**src/rtl/score_keeper.sv**
```systemverilog
`default_nettype none
// ============================================================================
// Module   : score_keeper
// Purpose  : Edge-detected point scoring with post-point hold and win latch.
// Revision : 1.0 - initial release
// ============================================================================
module score_keeper #(
  parameter int WIN_SCORE   = 9,
  parameter int HOLD_CYCLES = 1000
) (
  input  logic       clk,
  input  logic       reset,
  input  logic       p1_point,
  input  logic       p2_point,
  input  logic       new_game,
  output logic [3:0] p1_score,
  output logic [3:0] p2_score,
  output logic       hold,
  output logic       serve_p2,
  output logic       game_over,
  output logic [1:0] winner
);

  typedef enum logic [1:0] {
    S_PLAY = 2'd0,
    S_HOLD = 2'd1,
    S_OVER = 2'd2
  } state_t;

  localparam logic [3:0]  C_WIN  = 4'(WIN_SCORE);
  localparam logic [15:0] C_HOLD = 16'(HOLD_CYCLES - 1);

  state_t      state_q;
  logic [15:0] cnt_q;
  logic        p1_prev_q, p2_prev_q, ng_prev_q;
  logic [3:0]  p1_score_q, p2_score_q;
  logic        hold_q, serve_p2_q, game_over_q;
  logic [1:0]  winner_q;

  logic        w_p1_ev, w_p2_ev, w_ng_ev;
  logic [3:0]  p1_score_d, p2_score_d;

  assign w_p1_ev    = p1_point & ~p1_prev_q;
  assign w_p2_ev    = p2_point & ~p2_prev_q;
  assign w_ng_ev    = new_game & ~ng_prev_q;
  assign p1_score_d = p1_score_q + 4'd1;
  assign p2_score_d = p2_score_q + 4'd1;

  always_ff @(posedge clk or negedge reset) begin
    if (!reset) begin
      state_q     <= S_PLAY;
      cnt_q       <= '0;
      p1_prev_q   <= 1'b0;
      p2_prev_q   <= 1'b0;
      ng_prev_q   <= 1'b0;
      p1_score_q  <= '0;
      p2_score_q  <= '0;
      hold_q      <= 1'b0;
      serve_p2_q  <= 1'b0;
      game_over_q <= 1'b0;
      winner_q    <= 2'b00;
    end else begin
      p1_prev_q <= p1_point;
      p2_prev_q <= p2_point;
      ng_prev_q <= new_game;
      if (w_ng_ev) begin
        state_q     <= S_PLAY;
        cnt_q       <= '0;
        p1_score_q  <= '0;
        p2_score_q  <= '0;
        hold_q      <= 1'b0;
        serve_p2_q  <= 1'b0;
        game_over_q <= 1'b0;
        winner_q    <= 2'b00;
      end else begin
        case (state_q)
          S_PLAY: begin
            // Simultaneous point edges cancel each other out.
            if (w_p1_ev && !w_p2_ev) begin
              p1_score_q <= p1_score_d;
              serve_p2_q <= 1'b1;
              if (p1_score_d == C_WIN) begin
                state_q     <= S_OVER;
                game_over_q <= 1'b1;
                winner_q    <= 2'b01;
              end else begin
                state_q <= S_HOLD;
                cnt_q   <= C_HOLD;
                hold_q  <= 1'b1;
              end
            end else if (w_p2_ev && !w_p1_ev) begin
              p2_score_q <= p2_score_d;
              serve_p2_q <= 1'b0;
              if (p2_score_d == C_WIN) begin
                state_q     <= S_OVER;
                game_over_q <= 1'b1;
                winner_q    <= 2'b10;
              end else begin
                state_q <= S_HOLD;
                cnt_q   <= C_HOLD;
                hold_q  <= 1'b1;
              end
            end
          end
          S_HOLD: begin
            if (cnt_q == 16'd0) begin
              state_q <= S_PLAY;
              hold_q  <= 1'b0;
            end else begin
              cnt_q <= cnt_q - 16'd1;
            end
          end
          S_OVER: begin
          end
          default: begin
            state_q <= S_PLAY;
            hold_q  <= 1'b0;
          end
        endcase
      end
    end
  end

  assign p1_score  = p1_score_q;
  assign p2_score  = p2_score_q;
  assign hold      = hold_q;
  assign serve_p2  = serve_p2_q;
  assign game_over = game_over_q;
  assign winner    = winner_q;

endmodule
`default_nettype wire

```
**config.mk**
```make
export PLATFORM = sky130hd
export DESIGN_NAME = score_keeper
export DESIGN_NICKNAME = d
export VERILOG_FILES = /design/src/rtl/score_keeper.sv
export SDC_FILE = /design/constraint.sdc
export NUM_CORES = 1
export LEC_CHECK = 0
export BUFFER_PORTS_ARGS = -buffer_cell sky130_fd_sc_hd__clkbuf_2
export CAP_MARGIN = 5
export CORE_MARGIN = 2
export CORE_UTILIZATION = 56
export CTS_CLUSTER_DIAMETER = 30
export DETAILED_ROUTE_END_ITERATION = 8
export PLACE_DENSITY = 0.76
export RECOVER_POWER = 50
export SYNTH_ARGS = -nofsm -noshare
export SYNTH_HDL_FRONTEND = slang
export SYNTH_SLANG_ARGS = --single-unit
export TNS_END_PERCENT = 20
```
**constraint.sdc**
```tcl
create_clock -name clk -period 3 [get_ports clk]
set_input_delay 0.3 -clock clk [delete_from_list [all_inputs] [get_ports clk]]
set_output_delay 0.3 -clock clk [all_outputs]
set_load 0.05 [all_outputs]
```
[After elaboration in Yosys (flattened, before gate mapping)]
Cells that the tools add are included.
Operators by class
  reductions and logical operators: 19
  equal/unequal tests: 12
  multiplexer cells: 44
  add/sub/neg operators: 3
  bitwise logic cells: 6
Operators with widths (number)
  $mux 16: 6
  $pmux 16 s2: 1
  $mux 4: 7
  $mux 2: 12
  $logic_not 16->1: 1
  $mux 1: 16
  $sub 16x1->16 const B: 1
  $ne 4x4->1 const B: 3
  $reduce_and 5->1: 2
  $reduce_bool 3->1: 3
  $add 4x1->4 const B: 2
  $eq 4x4->1 const B: 2
  $ne 3x3->1 const B: 2
  $pmux 2 s3: 1
  $reduce_and 3->1: 2
  $reduce_bool 2->1: 3
  $ne 2x2->1 const B: 2
  $reduce_and 2->1: 2
  $reduce_and 4->1: 1
  $and 1x1->1: 3
  $ne 3x2->1 const B: 1
  $not 1->1: 3
  $pmux 1 s3: 1
  $eq 2x1->1 const B: 1
  4 further kinds: 6
Word-level totals
  output and inout port bits: 13
  register bits after elaboration: 34
  word-level logic and storage cells: 95

[Logic depth before layout (Yosys ltp)]
  word-level depth: 8
  gate-level depth with buffers: 8
  mapped depth without buffers: 7

[Worst setup path before layout]
No wires, ideal clock.
  kind: register to register
  start point: register cnt_q[0]
  end point: register cnt_q[2]
  library setup time: 0.126 ns
  required time: 2.874 ns
  arrival: 2.064 ns
  stages on the path, launching flop included: 8
  setup slack: 0.811 ns
  cells stage by stage: dfrtp_1 > inv_1 > ha_1 > or4b_1 > nor4_4 > nor2_2 > buf_6 > o311a_1
On the way
  longest elaborated chain between the ends: 4
  elaborated cells on any way between the ends: 7
  those cells by class: 1 x add/sub; 1 x eq/ne; 3 x mux; 2 x reduce/logical
Ends and longest elaborated chain
  start, declared: line 34  | logic [15:0] cnt_q;
  start signal, assigned: line 110  | cnt_q <= cnt_q - 16'd1;
  $sub 16x1->16: line 110
  $mux 16: line 106  | if (cnt_q == 16'd0) begin
  $pmux 16 s2: line 76  | case (state_q)
  $mux 16: line 66  | if (w_ng_ev) begin
Several ways; a longest one is shown, not always the timed one. The select of a mux whose other input is x is not followed.
A chain may end at the register's enable or synchronous reset.

[Final worst setup path]
  start point: register cnt_q[0]
  end point: register cnt_q[1]
The elaborated chain is that of the path after synthesis.

==> results by group <==
Clock tree
  • Post-CTS setup buffers: 0
  • Clock Latency Late Sink: 0.35 ns
  • CTS tree: yes
  • Clock Tree Root: clkbuf_4
  • H-tree depth: 2
  • Num CTS Buffers: 5
  • Post_cts resized: 0
  • Cts hold-fix bufs: 0
  • CTS clk-pin slew, worst paths: 0.11 ns
  • CTS Buffer Depth: 2
  • Sink Count: 34

Finish
  • Ratio of cells with drive above 1 in the final layout: between 10% and 20%
  • Final nets: 246
  • Fin cells: between 200 and 300
  • Filler instances: 334
  • # diodes: 0
  • Synth-to-layout area growth: 10.2%
  • Area of the multi-input gates: 1060 µm²
  • Sequential Area: between 800 and 900 µm²

Logic synthesis
  • Number of synthesized flops with an enable pin: 0
  • Number of synthesized register bits: 34
  • Register area share after synthesis: 43.1%
  • Main synth FF type: dfrtp_1
  • Avg Inst Size Synth: 9.13 µm²
  • Synth cell types: between 40 and 50
  • Cell Area, Synth: 1970 µm²
  • Post-Syn Instances: 216
  • Syn Nets: 226
  • Share of flip-flops with an asynchronous set or reset: between 90% and 100%
  • Synth warn: 0

Worst setup path
  • Reg2reg end: cnt_q[1]
  • Crit path cell chain: inv_1 > ha_1 > or4b_1 > nor4_4 > nor2_2 > o311a_2
  • Arrival @ worst endpoint: 2.68 ns
  • Critical Path Sink Type: flop
  • CP delay by family, top: simple AND/OR/NAND/NOR gates
  • Critical path depth: 6
  • Critical Path RT: 3.24 ns
  • Register-to-register setup slack: between 0.5 and 0.6 ns
  • Critical path buffers and inverters: 1
  • Worst Setup Path Type: flop to flop
  • Reg2Reg Depth: 6
  • Largest stage delay, worst path: 0.55 ns
  • CP Launch Type: flop
  • Crit-path max FO: 12
  • CP max-delay cell: or4b_1
  • Reg-to-reg startpoint: cnt_q[0]

Pwr
  • Maximum vdd drop: 0.404 mV
  • Net Sw Power: 564 µW
  • P_int: a little under 900 µW
  • Comb power frac: 32.6%
  • Sw Ratio: 39.3%
  • PwrDens: 661 nW/µm²
  • Power Total: 1440 µW
  • LEAKAGE: 0.000954 µW
  • Clock group share of total power: a little under a quarter
  • Sequential share of power: 44.0%

Routing
  • 1st-iter DRT viols: 161
  • WL/cell: 14.8 µm
  • DRT Pass-1 Iters: 4
  • Final wirelength: 4200 µm
  • Vias: 1679
  • Via/cell ratio: between 5 and 6
  • Routed Antenna Nets: 0
  • Drc violations: 0

Min path
  • Endpoint, Worst Hold: p2_prev_q
  • Hold Path Cell Cnt: 1
  • Hold WC Path Type: primary input to flop
  • Hold Path Origin: p2_point

Global routing
  • Largest net degree at the start of global routing: 35
  • Grt total ovfl: 0
  • Number of global-route vias before repair: 1667
  • First-pass GRT wire length: between 7000 and 8000 µm
  • Initial antenna violation count: 0
  • All-Layer GR Usage: around a quarter

Placement
  • RD Place Congestion: roughly 0.87
  • Cells after DPL: ~280
  • Detailed-placement wirelength estimate: 2910 µm
  • IO buf count: 17

Die
  • DIE HEIGHT: 63.3 µm
  • Die area: 4010 µm²
  • I/O pins: 18
  • Site Rows: 21
  • Core area: 3360 µm²
  • Overall die width: 63.3 µm
  • Initial core utilization: roughly 59%

Timing
  • Worst Max-Slew Pin Slew: 1.79 ns
  • Setup Viol. Count Final: 0
  • Final Slew Violations: 35
  • TNS Setup: 0 ns
  • FMAX: between 400 and 500 MHz
  • Max_slew headroom: -19.3%
  • Minimum clock period: between 2 and 2.5 ns
  • Final worst path period share: 81.5%
  • Hold Vio Cnt, Final: 0
  • Worst hold slack: 0.0670 ns
  • Worst Skew: around 0.012 ns
  • Unrepaired setup endpoints after global routing: false

Flow run
  • Max_cap viols: 1

Outcome
  • Status: finished, violations left
  • Failing checks: max-capacitance violations, max-slew violations
## flip-flops by register name (all words and copies together), names as in the netlist, 2 cells and up
signal and flops:
cnt_q 16, p1_score 4, p2_score 4, state_q 2
winner 2
## per-stage QoR
stage	worst slack [ns]	util, %	area [µm²]
6_report	0.556	64.6	2170
3_5_place_dp	0.590	62.5	2100
5_1_grt	0.415	64.6	2170
2_1_floorplan	0.811	-	1970
3_3_place_gp	0.645	62.5	2100
4_1_cts	0.574	64.8	2180
## cells in the mapped netlist (all sizes together), types with 4 or more instances
library cell,n,area (µm²)
nand4,4,25.0
inv,8,30.0
or3,4,25.0
o31ai,6,45.0
nand2,18,67.6
a31o,4,35.0
nor4,6,52.6
clkbuf,6,22.5
dfrtp,34,851
nand3,12,60.1
nand2b,5,31.3
ha,5,62.6
nor2b,4,25.0
nor2,26,100
a21oi,13,65.1
o21ai,10,50.1
nor3,9,50.1
xnor2,4,35.0
## layer usage
| metal | vias up | part of all wire (%) | track usage (%) |
|---|---|---|---|
| met3 | 7 | 3.1 | 5.36 |
| met4 | 0 | 1.6 | 8.42 |
| li1 | 845 | - | - |
| met1 | 800 | 46 | 30.6 |
| met2 | 27 | 50 | 39.9 |
| met5 | - | 0 | 0 |
## cell usage in the layout (no fill, tap or decap), types with 4 or more instances in the layout
cell      instances
xnor2_1           4
or3_1             4
nand4_1           4
o21ai_0          10
nor2_1           25
ha_1              5
clkbuf_2         10
nor3_1            8
a31o_2            4
dfrtp_1          34
nor2b_1           4
clkbuf_1          7
inv_1             8
nand3_1          12
nor4_1            5
o31ai_1           6
nand2b_1          5
a21oi_1          13
nand2_1          18
clkbuf_4          5
## layout make-up
cell class	instances	area share, %
Inverter	8	1.38
Clock inverter	3	1.84
Tap cell	46	2.65
Timing Repair Buffer	20	4.55
Sequential cell	34	39.2
Clock buffer	5	1.73
Multi-Input combinational cell	167	48.7
## power groups by stage
stage | logic, µW | clock network (µW) | registers (µW)
floorplan | 306 | 0 | 683
global placement | 464 | 0 | 638
detailed placement | 469 | 0 | 639
CTS | 472 | 345 | 630
global route | 519 | 365 | 648
finish | 468 | 336 | 632
## worst max path at each step
stage          startpoint  endpoint  slack, ns
6_report         cnt_q[0]  cnt_q[1]       0.56
5_1_grt          cnt_q[0]  cnt_q[1]       0.42
4_1_cts          cnt_q[0]  cnt_q[1]       0.57
3_5_place_dp     cnt_q[0]  cnt_q[1]       0.59
3_3_place_gp     cnt_q[0]  cnt_q[1]       0.64
2_1_floorplan    cnt_q[0]  cnt_q[2]       0.81
## cells by family after synthesis
kind of cell	count (synthesis)	share of synthesized area, %
AOI/OAI and AO/OA	49	17.2
xor gates and xnor gates	7	3.11
adders and majority gates	5	3.17
buffers and inverters	15	3.24
DFF	34	43.1
muxes	3	1.52
and+or+nand+nor	103	28.6
Note: power is estimated with default switching activity, not from simulation.
